===== config.mk =====
export PLATFORM = sky130hd
export DESIGN_NAME = user_obi_mem
export DESIGN_NICKNAME = d
export VERILOG_FILES = /design/src/rtl/user_mem_pkg.sv /design/src/rtl/user_mem_rsp_pipe.sv /design/src/rtl/user_obi_mem.sv
export SDC_FILE = /design/constraint.sdc
export NUM_CORES = 1
export LEC_CHECK = 0
export ABC_AREA = 0
export CORE_MARGIN = 2
export CORE_UTILIZATION = 60
export DETAILED_ROUTE_END_ITERATION = 7
export GPL_TIMING_DRIVEN = 0
export PLACE_DENSITY_LB_ADDON = 0.12
export SYNTH_ARGS = -nofsm -noshare
export SYNTH_HDL_FRONTEND = slang
export SYNTH_SLANG_ARGS = --single-unit

===== constraint.sdc =====
create_clock -name clk_i -period 2.2 [get_ports clk_i]
set_clock_uncertainty 0.05 [all_clocks]
set_input_delay 0.22 -clock clk_i [delete_from_list [all_inputs] [get_ports clk_i]]
set_output_delay 0.22 -clock clk_i [all_outputs]
set_load 0.01 [all_outputs]

===== src/rtl/user_mem_pkg.sv =====
// Shared types and helpers for the user-domain OBI scratch memory.
// Holds the default OBI channel structs, the response stage record and index sizing.
package user_mem_pkg;

  localparam int unsigned AddrWidth     = 32'd32;
  localparam int unsigned DataWidth     = 32'd32;
  localparam int unsigned IdWidth       = 32'd4;
  localparam int unsigned MaxRspLatency = 32'd4;

  typedef struct packed {
    int unsigned AddrWidth;
    int unsigned DataWidth;
    int unsigned IdWidth;
  } obi_cfg_t;

  localparam obi_cfg_t ObiDefaultConfig = '{
    AddrWidth: 32'd32,
    DataWidth: 32'd32,
    IdWidth:   32'd4
  };

  typedef struct packed {
    logic [AddrWidth-1:0]        addr;
    logic                        we;
    logic [DataWidth/32'd8-1:0]  be;
    logic [DataWidth-1:0]        wdata;
    logic [IdWidth-1:0]          aid;
  } obi_a_chan_t;

  typedef struct packed {
    logic        req;
    obi_a_chan_t a;
  } obi_req_default_t;

  typedef struct packed {
    logic [DataWidth-1:0] rdata;
    logic [IdWidth-1:0]   rid;
    logic                 err;
    logic [0:0]           r_optional;
  } obi_r_chan_t;

  typedef struct packed {
    logic        gnt;
    logic        rvalid;
    obi_r_chan_t r;
  } obi_rsp_default_t;

  typedef struct packed {
    logic                 valid;
    logic [IdWidth-1:0]   id;
    logic [DataWidth-1:0] rdata;
    logic                 err;
  } rsp_stage_t;

  // A single-word memory still needs one index bit to keep the slice legal.
  function automatic int unsigned idx_width(input int unsigned num_words);
    int unsigned w;
    if (num_words > 32'd1) begin
      w = $clog2(num_words);
    end else begin
      w = 32'd1;
    end
    return w;
  endfunction

endpackage


===== src/rtl/user_mem_rsp_pipe.sv =====
// Fixed-latency response delay line: every stage shifts each cycle, output is the last stage.
// Valid and payload both clear on reset so in-flight responses are dropped.
module user_mem_rsp_pipe
  import user_mem_pkg::*;
#(
  parameter int unsigned Depth = 32'd1
) (
  input  logic       clk_i,
  input  logic       rst_ni,
  input  rsp_stage_t stage_i,
  output rsp_stage_t stage_o
);

  rsp_stage_t stage_r [Depth];

  // Shift register of response stages
  always_ff @(posedge clk_i or negedge rst_ni) begin
    if (!rst_ni) begin
      for (int i = 0; i < int'(Depth); i++) begin
        stage_r[i] <= '0;
      end
    end else begin
      stage_r[0] <= stage_i;
      for (int i = 1; i < int'(Depth); i++) begin
        stage_r[i] <= stage_r[i-1];
      end
    end
  end

  assign stage_o = stage_r[Depth-1];

endmodule


===== src/rtl/user_obi_mem.sv =====
// Single-port OBI scratch memory with byte-enabled writes, write protect,
// fixed response latency, range/protect error responses and a saturating error counter.
module user_obi_mem
  import user_mem_pkg::*;
#(
  parameter obi_cfg_t    ObiCfg      = ObiDefaultConfig,
  parameter type         obi_req_t   = obi_req_default_t,
  parameter type         obi_rsp_t   = obi_rsp_default_t,
  parameter int unsigned NumWords    = 32'd16,
  parameter int unsigned RspLatency  = 32'd1,
  parameter int unsigned ErrCntWidth = 32'd8
) (
  input  logic                   clk_i,
  input  logic                   rst_ni,
  input  obi_req_t               obi_req_i,
  output obi_rsp_t               obi_rsp_o,
  input  logic                   wp_i,
  output logic [ErrCntWidth-1:0] err_cnt_o,
  input  logic                   err_cnt_clr_i
);

  localparam int unsigned IdxW     = idx_width(NumWords);
  localparam int unsigned NumBytes = ObiCfg.DataWidth / 32'd8;

  logic [DataWidth-1:0]   mem_r [NumWords];
  logic [IdxW-1:0]        idx_s;
  logic                   range_err_s;
  logic                   bad_s;
  logic                   wr_en_s;
  logic                   unused_s;
  rsp_stage_t             stage_in_s;
  rsp_stage_t             stage_out_s;
  logic [ErrCntWidth-1:0] err_cnt_r;

  // Byte offset and upper address bits alias onto the word index.
  assign idx_s       = obi_req_i.a.addr[IdxW+1:2];
  assign unused_s    = ^obi_req_i.a.addr;
  assign range_err_s = (32'(idx_s) >= NumWords);
  assign bad_s       = range_err_s | (obi_req_i.a.we & wp_i);
  assign wr_en_s     = obi_req_i.req & obi_req_i.a.we & ~bad_s;

  // Build the response record for the request accepted this cycle
  always_comb begin
    stage_in_s = '0;
    if (obi_req_i.req) begin
      stage_in_s.valid = 1'b1;
      stage_in_s.id    = obi_req_i.a.aid;
      stage_in_s.err   = bad_s;
      if (!obi_req_i.a.we && !bad_s) begin
        stage_in_s.rdata = mem_r[idx_s];
      end else begin
        stage_in_s.rdata = '0;
      end
    end else begin
      stage_in_s = '0;
    end
  end

  // Memory array: cleared on reset, byte-lane writes on good accepted writes
  always_ff @(posedge clk_i or negedge rst_ni) begin
    if (!rst_ni) begin
      for (int w = 0; w < int'(NumWords); w++) begin
        mem_r[w] <= '0;
      end
    end else if (wr_en_s) begin
      for (int k = 0; k < int'(NumBytes); k++) begin
        if (obi_req_i.a.be[k]) begin
          mem_r[idx_s][8*k +: 8] <= obi_req_i.a.wdata[8*k +: 8];
        end
      end
    end
  end

  user_mem_rsp_pipe #(
    .Depth (RspLatency)
  ) i_rsp_pipe (
    .clk_i   (clk_i),
    .rst_ni  (rst_ni),
    .stage_i (stage_in_s),
    .stage_o (stage_out_s)
  );

  // Saturating error counter; clear wins over a same-cycle increment
  always_ff @(posedge clk_i or negedge rst_ni) begin
    if (!rst_ni) begin
      err_cnt_r <= '0;
    end else if (err_cnt_clr_i) begin
      err_cnt_r <= '0;
    end else if (stage_out_s.valid && stage_out_s.err && (err_cnt_r != '1)) begin
      err_cnt_r <= err_cnt_r + ErrCntWidth'(1);
    end
  end

  // Drive the OBI response from the last pipeline stage; grant is immediate
  always_comb begin
    obi_rsp_o              = '0;
    obi_rsp_o.gnt          = obi_req_i.req;
    obi_rsp_o.rvalid       = stage_out_s.valid;
    obi_rsp_o.r.rdata      = stage_out_s.rdata;
    obi_rsp_o.r.rid        = stage_out_s.id;
    obi_rsp_o.r.err        = stage_out_s.err;
    obi_rsp_o.r.r_optional = '0;
  end

  assign err_cnt_o = err_cnt_r;

endmodule


==> out/qor.txt, run 1 <==
final count of negative-setup-slack endpoints: 58
# DRC: 0
Max Clk Rate: 423.1 MHz
top cell type's share of synthesized area: 56.14%
outcome: finished, violations left
initial core utilization: 60.92%
Hold Path Class: input port to asynchronous set/reset pin
Main synth FF type: dfrtp_1
Syn Inst Count: 1631
average size of a mapped cell: 15.25 um2
NumNets Final: 1874
Die Footprint: 43100 um2
Max Cap Viol: 0
PD cells: 821.3 nW/um2
P_sw: 5.528 mW
crit end category: flip-flop
data required time of the worst path: 2640 ps
Seq/Total Area, Yosys: 56.14%
row cnt: 74
drt wl/cell: 27.64 um
part of the power in registers: 48.5%
Worst Reg-to-Reg Cells: 5
setup bufs post-CTS: 0
most common cell after layout, fill and taps aside: dfrtp_1
WL final: 65.53 mm
Worst path slowest cell: nor4_2
P&R area growth vs syn: 15.45%
RSZ-0062 raised after global routing: yes
Max clock buf depth: 3
number of fill cells: 2799
first-pass GRT wire length: 98.08 mm
Max stage delay on crit path: 850 ps
vias per inst: 6.412
Post-Synthesis Net Count: 1710
Reg clk slew, reported paths: 60 ps
vias in the first global route: 15830
Slew Limit Fails: 0
setup slack after layout: -163.2 ps
worst setup path endpoint: mem_r[486]
failing checks: negative hold slack, negative setup slack
final hold slack: -422.2 ps
die boundary width: 207.6 um
Crit Path Max Fanout: 10
critical setup path kind: input port to flip-flop
internal power: 18.06 mW
Seq cells post-synth: 558
DRT antenna net count: 0
worst reg2reg setup slack: 390 ps
Synth area leader: dfrtp_1
M2 GR Usage: 47.90%
synthesized cell area: 24870 um2
Port Buffers: 94
Synthesis Warnings: 0
Post-Layout Inst Area: 28720 um2
Tmin final: 2363 ps
clk_lat worst skew: 610 ps
most frequent cells in the layout: 558 x dfrtp_1, 556 x mux2_2, 93 x clkdlybuf4s50_1, 65 x mux2i_1, 64 x mux4_2
M3 GR Usage: 5.855%
post-place setup slack: -1317 ps
CTS tree: yes
met1 GRT Util: 42.78%
Sw Share: 23.44%
final std cells w/o fill: 2371
leak pwr: 13.69 nW
leading post-synthesis cells by cell area: dfrtp_1 56%, mux2_2 25%, mux4_2 5.8%
CTS Sinks: 558
Final Hold Fails: 186
Post-synth ARST share: 100.0%
post-synthesis simple-gate area fraction: 3.400%
GRT Util Overall: 30.65%
reg2reg end: err_cnt_o[7]
largest net degree at the start of global routing: 129
largest family of logic cells by synthesized area: multiplexers
crit path launch: obi_req_i[43]
EDFF count, synth: 0
worst-margin pin slew: 1317 ps
CP startpoint kind: input port
Comb pwr share: 10.3%
io pins: 126
crit path DAT: 2810 ps
FF-to-FF Start: err_cnt_o[4]
post-layout util: 70.33%
Post-Synth XOR/XNOR Area: 0.1761%
iteration count of the initial detailed-routing pass: 5
RePlAce Congestion: 0.8668
Final period util: 107.4%
Distinct cells, synth: 46
crit-path cells: clkdlybuf4s50_1 > buf_2 > nor4_2 > nand2_1 > mux2_2
post-synthesis adder-cell area fraction: 0.05030%
Rel. slew slack: 12.17%
Synth Area in Compound Gates: 3.908%
Die Y: 207.6 um
grt peak-use layer: met2
Clk pwr share: 41.2%
antenna violations before repair: 1
DR vias: 15200
grt total ovfl: 0
Core Area: 40830 um2
drt first-iter violations: 1235
CTS Root Cell: clkbuf_16
dpl cells: 2262
post-synthesis mux area share: 34.49%
Post-DP Area: 26620 um2
HPWL after detailed placement: 43.32 mm
H-Tree Depth: 2
share of cells above drive strength 1: 46.41%
Max VDD drop: 0.6395 mV
CTS buffer count: 57
## state kept, by name (all words and copies together), names as in the netlist
register,count
mem_r,512
i_rsp_pipe.stage_o,38
err_cnt_o,8
## power groups by stage
stage	logic [mW]	registers, mW	clock network [mW]
after detailed placement	2.36	11.6	0
after floorplan	1.47	11.5	0
after CTS	2.39	11.4	9.83
final	2.42	11.4	9.71
after global placement	2.25	11.6	0
after global routing	2.59	11.5	10.2
## area by class of cell
class                   instances  area (um2)  area share (%)
multi-input cells             974       10480           36.49
flip-flops and latches        558       13960           48.63
plain buffers                  99       523.0           1.821
repair buffers                105        1194           4.157
clock buffers                  92        1760           6.130
clock inverters                10       128.9          0.4488
well taps                     532       665.6           2.318
diodes                          1       2.502        0.008714
## Yosys cell counts, types with 2 or more instances
library cell	instances
clkbuf_1	54
buf_4	13
and2_1	9
nor3_2	3
nor3_1	4
o21ai_0	28
buf_2	27
o21ai_1	5
dfrtp_1	558
a221o_1	17
mux2i_1	65
nor2_4	16
mux2_1	20
nand2_1	10
xor2_1	2
nand2_2	43
nand3_1	2
mux2_2	556
a22oi_1	47
nand4_1	2
or2_1	2
xnor2_1	3
buf_1	5
mux4_2	64
nor2_1	14
or2_2	3
nor2_2	4
o22ai_1	17
o221ai_1	15
nand2b_1	7
## kinds of logic (layout without fill, tap and decap cells)
kind of cell               Yosys count  in the layout
muxes                              705            705
other                                1              2
buffers and inverters               99            306
adders and majority gates            1              1
AOI/OAI and AO/OA                  135            135
xor gates and xnor gates             5              5
and+or+nand+nor                    127            127
DFF                                558            558
## through the flow
step                      power (mW)  setup TNS (ps)
after floorplan                12.97               0
after global placement         13.85               -
after detailed placement       13.98         -265690
after CTS                      23.66          -53.54
after global routing           24.34          -787.2
final                          23.58           -3260
## routing by layer
metal | vias up | wire [um]
met5 | - | 0
met4 | 0 | 2738
met3 | 164 | 4549
met2 | 539 | 30460
met1 | 8103 | 27790
li1 | 6398 | -
## worst min-delay path by stage
stage / from / endpoint / slack (ps) / cells past startpoint
3_3_place_gp: mem_r[73] / mem_r[73] / 410 / 1
5_1_grt: rst_ni / mem_r[296] / -390 / 2
6_report: rst_ni / mem_r[459] / -420 / 2
4_1_cts: rst_ni / err_cnt_o[4] / -490 / 1
2_1_floorplan: rst_ni / err_cnt_o[0] / -130 / 0
3_5_place_dp: rst_ni / err_cnt_o[4] / 140 / 1
## critical path, delay by kind of cell
kind / cells / cell delay [ps]
and+or+nand+nor: 2 / 1360
muxes: 1 / 420
buffers and inverters: 2 / 800
## repair_timing
item / 4_1_cts / 5_1_grt
hold endpoints to repair: 83 / 66
resized for setup: 44 / 17
pin swaps: 0 / 0
endpoints found under the setup margin: 52 / 182
hold buffers: 2 / 3
gates cloned: 0 / 1
No activity file was read; power rests on OpenSTA's default activity.
==> inputs of run 2 (changes only) <==
PLACE_DENSITY = 0.8   (was not set)
PLACE_DENSITY_LB_ADDON = not set   (was 0.12)
SLEW_MARGIN = 25   (was not set)
==> out/qor.txt, run 2 (same netlist as run 1, synthesis figures left out) <==
Slew Limit Fails: 0 (unchanged)
Antenna diodes: 0 (-1)
CTS tree: yes
Rel. slew slack: 21.49% (+9.3 points)
Final period util: 102.1% (-5.3 points)
Final Hold Fails: 0 (-100%)
grt total ovfl: 0 (unchanged)
RePlAce Congestion: 0.8891 (+2.6%)
row cnt: 74 (unchanged)
max reg flops: 512 (unchanged)
Max clock buf depth: 3 (unchanged)
Port Buffers: 94 (unchanged)
HPWL after detailed placement: 41.99 mm (-3.1%)
Reg clk slew, reported paths: 60 ps (about the same)
P&R area growth vs syn: 15.21%
most common cell after layout, fill and taps aside: dfrtp_1
Hold Path Class: input port to asynchronous set/reset pin
RSZ-0062 raised after global routing: yes
clk_lat worst skew: 610 ps (about the same)
total power: 23.58 mW (about the same)
share of cells above drive strength 1: 46.36% (-0.050 points)
final count of negative-setup-slack endpoints: 23 (-60%)
outcome: finished, violations left
antenna violations before repair: 1 (unchanged)
first-pass GRT wire length: 94.91 mm (-3.2%)
CP top delay family: buffers and inverters
Max VDD drop: 0.6228 mV (-2.6%)
initial core utilization: 60.92% (unchanged)
iteration count of the initial detailed-routing pass: 6 (+1)
drt first-iter violations: 1248 (+1.1%)
DRT antenna net count: 0 (unchanged)
CTS buffer count: 56 (-1.8%)
vias per inst: 6.326 (-1.3%)
Max Clk Rate: 445.1 MHz (+5.2%)
DR vias: 15010 (-1.3%)
failing checks: negative setup slack
crit end category: flip-flop
most frequent cells in the layout: 558 x dfrtp_1, 556 x mux2_2, 93 x clkdlybuf4s50_1, 65 x mux2i_1, 64 x mux4_2
drt wl/cell: 26.15 um (-5.4%)
CTS Root Cell: clkbuf_16
PD cells: 822.8 nW/um2 (+0.18%)
Crit. path cell count: 6 (+1)
setup slack after layout: -46.76 ps (+116.5 ps)
crit path DAT: 2680 ps (-130 ps)
Max stage delay on crit path: 600 ps (-250 ps)
leak pwr: 13.67 nW (-0.16%)
CP startpoint kind: input port
WL final: 62.03 mm (-5.4%)
Tmin final: 2247 ps (-116.5 ps)
Crit Path Max Fanout: 10 (unchanged)
vias in the first global route: 15700 (-0.76%)
NumNets Final: 1871 (-0.16%)
Die Y: 207.6 um (unchanged)
post-place setup slack: -1053 ps (+263.3 ps)
Die Footprint: 43100 um2 (unchanged)
Core Area: 40830 um2 (unchanged)
Worst Path Buf+Inv: 3 (+1)
data required time of the worst path: 2630 ps (about the same)
post-layout util: 70.18% (-0.15 points)
largest net degree at the start of global routing: 101 (-22%)
crit-path cells: clkdlybuf4s50_1 > buf_2 > buf_6 > nand4_2 > nor2_2 > mux2_2
io pins: 126 (unchanged)
die boundary width: 207.6 um (unchanged)
GRT Util Overall: 29.27% (-1.4 points)
CTS Sinks: 558 (unchanged)
H-Tree Depth: 2 (unchanged)
worst-margin pin slew: 1178 ps (-139.8 ps)
critical setup path kind: input port to flip-flop
Max Cap Viol: 0 (unchanged)
Top reg by flops: mem_r
# DRC: 0 (unchanged)
Worst path slowest cell: clkdlybuf4s50_1
Worst Reg-to-Reg Cells: 5 (unchanged)
run 2: changes by cell type in the layout (fill, tap and decap cells not counted), sizes merged:
cell and change:
buf -1, clkbuf -3, clkinv +4, clkinvlp +1
diode -1, dlygate4sd3 -1, inv +2
run 2: repair_timing:
action                                  CTS  global route
setup buffers                             0             0
resized for setup                        25            12
hold buffers                              2             0
endpoints found under the setup margin   37            49
endpoints found under the hold margin   133             0
run 2: worst paths after layout:
check / startpoint / end / slack, ps
setup reg to reg: err_cnt_o[4] / err_cnt_o[5] / 490
setup / recovery: obi_req_i[43] / mem_r[20] / -50
hold reg to reg: mem_r[128] / mem_r[128] / 430
min in group clk_i: obi_req_i[46] / i_rsp_pipe.stage_o[13] / 140
max in group asynchronous: rst_ni / mem_r[155] / 350
hold / removal: rst_ni / err_cnt_o[4] / 100
run 2: cell type report:
type	instances	area, um2
Clock buffer	89	1737
Multi-Input combinational cell	974	10460
Buffer	99	510.5
Sequential cell	558	13960
Clock inverter	17	173.9
Tap cell	532	665.6
Timing Repair Buffer	103	1142
Fill cell	2699	12180
run 2: routing by layer:
layer / up-vias / GRT usage (%) / wire, um
li1: 6412 / - / -
met1: 7917 / 39.90 / 25870
met2: 550 / 46.36 / 29340
met3: 127 / 5.915 / 4395
met4: 0 / 12.45 / 2424
met5: - / 0 / 0
run 2: where the power goes:
group / leakage [nW] / switching [mW] / internal (mW)
registers: 7.60 / 0.389 / 11.1
clock network: 0.950 / 3.99 / 5.75
logic: 5.13 / 1.17 / 1.21
total: 13.7 / 5.56 / 18.0
run 2: through the flow:
step           hold WS, ps  setup TNS [ps]  cell area, um2  cells
3_3_place_gp         411.9               -           26480   2257
2_1_floorplan       -125.6               0           24870   1631
5_1_grt              147.5          -741.4           28660   2372
6_report             101.1          -481.6           28660   2372
4_1_cts              101.5               0           28630   2372
3_5_place_dp         151.6         -170170           26670   2264
